[config.mk]
export PLATFORM = sky130hd
export DESIGN_NAME = main_decode_stage
export DESIGN_NICKNAME = d
export VERILOG_FILES = /design/src/rtl/main_decode_stage.sv
export SDC_FILE = /design/constraint.sdc
export NUM_CORES = 1
export LEC_CHECK = 0
export ABC_AREA = 0
export CORE_UTILIZATION = 45
export CTS_BUF_LIST = sky130_fd_sc_hd__clkbuf_8
export DETAILED_ROUTE_END_ITERATION = 6
export PLACE_DENSITY = 0.78
export SLEW_MARGIN = 20
export SYNTH_ARGS = -nofsm -noshare
export SYNTH_HDL_FRONTEND = slang
export SYNTH_SLANG_ARGS = --single-unit
[constraint.sdc]
create_clock -name clk -period 1.7 [get_ports clk]
set_input_delay 0.17 -clock clk [delete_from_list [all_inputs] [get_ports clk]]
set_output_delay 0.17 -clock clk [all_outputs]
set_load 0.02 [all_outputs]
[src/rtl/main_decode_stage.sv]
// Registered ID/EX control stage: decodes LANES opcodes per beat into 14-bit control bundles,
// with valid/ready handshake, stall, flush and a saturating illegal-opcode counter.
module main_decode_stage #(
    parameter int LANES    = 1,
    parameter int EN_AUIPC = 1,
    parameter int CNT_W    = 8
) (
    input  logic                  clk,
    input  logic                  rst_n,
    input  logic                  in_valid,
    output logic                  in_ready,
    input  logic [7*LANES-1:0]    op_in,
    input  logic                  stall,
    input  logic                  flush,
    output logic                  out_valid,
    input  logic                  out_ready,
    output logic [14*LANES-1:0]   ctrl_out,
    output logic                  illegal_seen,
    output logic [CNT_W-1:0]      illegal_cnt
);

    localparam int PW = $clog2(LANES + 1);
    localparam int SW = CNT_W + PW;
    localparam logic [SW-1:0] CNT_MAX = SW'({CNT_W{1'b1}});

    // Bundle layout: {RW, RS[1:0], MW, J[1:0], AS, IS[2:0], Lui, Auipc, Br, Ill}
    function automatic logic [13:0] decode_op(input logic [6:0] op);
        logic [13:0] d;
        d = 14'b0;
        case (op)
            7'b0110011: d = 14'b1_00_0_00_0_000_0000;
            7'b0010011: d = 14'b1_00_0_00_1_000_0000;
            7'b0000011: d = 14'b1_01_0_00_1_000_0000;
            7'b1100111: d = 14'b1_10_0_11_1_000_0000;
            7'b0100011: d = 14'b0_00_1_00_1_001_0000;
            7'b1101111: d = 14'b1_10_0_10_0_100_0000;
            7'b1100011: d = 14'b0_00_0_00_0_010_0010;
            7'b0110111: d = 14'b1_11_0_00_0_011_1000;
            7'b0010111: begin
                if (EN_AUIPC != 0) d = 14'b1_11_0_00_0_011_0100;
                else               d = 14'b0_00_0_00_0_000_0001;
            end
            default:    d = 14'b0_00_0_00_0_000_0001;
        endcase
        return d;
    endfunction

    logic [14*LANES-1:0] dec_all;
    logic [PW-1:0]       ill_count;
    logic [SW-1:0]       cnt_sum;
    logic                accept;

    always_comb begin
        dec_all   = '0;
        ill_count = '0;
        for (int i = 0; i < LANES; i++) begin
            dec_all[14*i +: 14] = decode_op(op_in[7*i +: 7]);
            ill_count = ill_count + PW'(dec_all[14*i]);
        end
    end

    assign in_ready = !stall && (!out_valid || out_ready);
    assign accept   = in_valid && in_ready && !flush;
    assign cnt_sum  = SW'(illegal_cnt) + SW'(ill_count);

    always_ff @(posedge clk or negedge rst_n) begin
        if (!rst_n) begin
            out_valid    <= 1'b0;
            ctrl_out     <= '0;
            illegal_seen <= 1'b0;
            illegal_cnt  <= '0;
        end else if (flush) begin
            // Dropped beat never reaches the counters
            out_valid <= 1'b0;
            ctrl_out  <= '0;
        end else if (accept) begin
            out_valid <= 1'b1;
            ctrl_out  <= dec_all;
            if (ill_count != '0) illegal_seen <= 1'b1;
            if (cnt_sum > CNT_MAX) illegal_cnt <= CNT_MAX[CNT_W-1:0];
            else                   illegal_cnt <= cnt_sum[CNT_W-1:0];
        end else if (out_valid && out_ready && !stall) begin
            out_valid <= 1'b0;
        end
    end

endmodule
==> impl_summary.log <==
INFO  metric outcome = complete, no violations
INFO  metric clk-insertion-delay-late = between 0.2 and 0.3 ns
INFO  metric num_rows = 18
INFO  metric root_buffer = clkbuf_8
INFO  metric synthesis.instances = ~120
INFO  metric layout_commonest_cell = clkdlybuf4s50_1
INFO  metric ys_ff_latch = 24
INFO  metric min_delay_path_depth = 2
INFO  metric finClkSkew = about 0.0016 ns
INFO  metric htree_num_levels = 1
INFO  metric boundaryPins = 38
INFO  metric detailedRoute.firstPassIterationCount = 4
INFO  metric yosysSeqAreaShare = 0.500
INFO  metric drive_above_1_share = 0.225
INFO  metric mostFrequentLayoutCells = clkdlybuf4s50_1, dfrtp_1, buf_4, nand2_1, a21oi_1
INFO  metric power.total = roughly 0.0016 W
INFO  metric antennaDiodeCount = 0
INFO  metric p_per_area = 906 nW/µm²
INFO  metric clock_buffer_count_from_cts = 3
INFO  metric route.detailed.drc = 0
INFO  metric tns = 0 ns
INFO  metric gr-usage-all-layers = 0.244
INFO  metric grt_first_pass_wirelength = roughly 5000 µm
INFO  metric fp.dieW = 53.7 µm
INFO  metric dpl.hpwl = ~2300 µm
INFO  metric crit-reg2reg-launch = illegal_cnt[0]
INFO  metric multiInputGateArea = approximately 630 µm²
INFO  metric final.period_utilization = 0.968
INFO  metric die_height = 53.7 µm
INFO  metric cts_tree = built
INFO  metric maximum_number_of_pins_on_one_net_before_global_route_repair = 25
INFO  metric ys_warn_count = 0
INFO  metric worst_setup_hold_path_clk_slew = about 0.08 ns
INFO  metric detailroute.via_count = 1151
INFO  metric postSynthAreaPerCell = approximately 10 µm²
INFO  metric clock-sinks = 24
INFO  metric synth.lib_cells_used.distinct = 37
INFO  metric timing_hold_violations_final = 0
INFO  metric crit_start = op_in[2]
INFO  metric drt_first_iter_violations = 34
INFO  metric min-delay-start = op_in[6]
INFO  metric syn_to_final_growth = 51.5%
INFO  metric postCtsHoldBufs = 0
INFO  metric portBuffers = 37
INFO  metric drt_wl_total = 3280 µm
INFO  metric ff_latch_area = 601 µm²
INFO  metric syn_nets = 131
INFO  metric synth_area = between 1000 and 1500 µm²
INFO  metric core_region_area = approximately 2500 µm²
INFO  metric initial_core_util = 0.480
INFO  metric synthTopCellsByArea = dfrtp_1, a22o_1, nand2_1, a21oi_1, mux2i_1
INFO  metric die_area = 2880 µm²
INFO  metric report.final.slew_viol_count = 0
INFO  metric timing.fmax = 608 MHz
INFO  metric max_slew.worst_pin.slew = 0.405 ns
INFO  metric synth-main-ff-cell = dfrtp_1
INFO  metric wl_per_cell = 16.5 µm
INFO  metric yosysTopAreaCell = dfrtp_1
INFO  metric worst-path-max-fanout = 3
INFO  metric critical_path_required = about 1.9 ns
INFO  metric clock_tree.buffer_depth = 2
INFO  metric routabilityCongestion = a little over 0.8
INFO  metric synth.top_cell.area_share = 0.500
INFO  metric ir_drop = between 0.0006 and 0.0007 V
INFO  metric postSynth.asyncResetShare = 1.00
INFO  metric cp.arrival = 1.79 ns
INFO  metric p_leak = about 0.83 nW
INFO  metric synth_enable_flop_cells = 0
INFO  metric timing.slew.headroom = 0.730
INFO  metric final_period_minus_worst_setup_slack = 1.65 ns
INFO  metric worstSetupStartpointType = input port
INFO  metric finish.net_count = between 150 and 200
INFO  metric grt-ovfl-total = 0
INFO  metric worstHoldPathType = in2reg
INFO  metric setup_viol_count_final = 0
INFO  metric maxCapViolations = 0
INFO  metric route.antenna.remaining_nets = 0
INFO  metric type_of_destination_of_the_critical_path = flop
INFO  metric worst-setup-path-type = in2reg
INFO  metric antenna_found_initial = 0
INFO  metric first_global_vias = 1143
INFO  metric fillers = approximately 200
INFO  metric viasPerCell = about 5.8
INFO  metric r2r_cells = 5
-- synth_stat cells, types with 2 or more instances --
cell       n
dfrtp_1   24
nand2_1   12
a21oi_1    7
nor2_1     7
a22o_1     6
nor3_1     5
a21o_1     4
nand4_1    4
o21ai_0    4
clkbuf_1   3
mux2i_1    3
nand2b_1   3
nand3_1    3
xnor2_1    3
a32o_1     2
ha_1       2
inv_1      2
nand4b_1   2
nor2b_1    2
-- sequential cells by signal, summed over array words and instances, names as in the netlist --
| signal | flops |
|---|---|
| illegal_seen | 1 |
| out_valid | 1 |
| ctrl_out | 14 |
| illegal_cnt | 8 |
-- stage by stage --
step | setup WS [ns] | hold slack [ns] | instance area (µm²) | std cells | util
6_report | 0.0546 | 0.241 | 1820 | 199 | 0.728
3_5_place_dp | -0.564 | 0.453 | 1690 | 192 | 0.677
5_1_grt | -0.0306 | 0.243 | 1820 | 199 | 0.728
3_3_place_gp | -0.452 | 0.441 | 1690 | 192 | 0.677
4_1_cts | 0.00339 | 0.271 | 1790 | 198 | 0.715
2_1_floorplan | -0.0113 | -0.126 | 1220 | 116 | -
-- repair_timing --
| action | CTS | global route |
|---|---|---|
| pin swaps | 2 | 3 |
| setup buffers | 2 | 1 |
| gates resized for setup | 11 | 12 |
| endpoints found under the setup margin | 8 | 2 |
| gates cloned | 0 | 0 |
-- report_power, final --
part,internal (W),switching [W]
registers,0.000625,0.0000845
clock network,0.000315,0.000179
logic,0.000234,0.000212
-- metal layers --
layer  GRT usage  part of all wire  vias to the layer above
li1            -                 -                      532
met1       0.276              0.40                      561
met2       0.463              0.54                       50
met3      0.0226             0.051                        8
met4      0.0965             0.015                        0
met5           0                 0                        -
-- area by class of cell --
cell class | count | share of cell area
repair buffers | 53 | 0.261
well taps | 30 | 0.0206
inverters | 2 | 0.00413
multi-input cells | 86 | 0.345
clock buffers | 3 | 0.0227
flip-flops and latches | 24 | 0.330
clock inverters | 1 | 0.0165
-- cells by family (layout without fill, tap and decap cells) --
logic type | after synthesis | count (layout) | synth area share
compound gates | 27 | 27 | 0.158
xor+xnor | 4 | 4 | 0.0292
flops | 24 | 24 | 0.500
buf+inv | 6 | 59 | 0.0219
mux | 4 | 4 | 0.0344
simple gates | 49 | 49 | 0.235
fa+ha+maj | 2 | 2 | 0.0208
-- path summary, 6_finish.rpt --
kind	endpoint	slack, ns
max	illegal_cnt[5]	0.05
min	ctrl_out[1]	0.24
max reg2reg	illegal_cnt[6]	0.13
min reg2reg	illegal_seen	0.46
max in group asynchronous	ctrl_out[1]	1.19
min in group asynchronous	illegal_cnt[5]	0.26
-- critical path: stages --
cell and delay, ns:
clkdlybuf4s15_1 0.27, nor2b_2 0.18, o2bb2ai_2 0.08, nand3_2 0.09, buf_4 0.13, ha_1 0.15
nand4b_1 0.16, nor4_2 0.33, xnor2_1 0.17, nand2_1 0.07
Power figures use the tool's default switching activity.
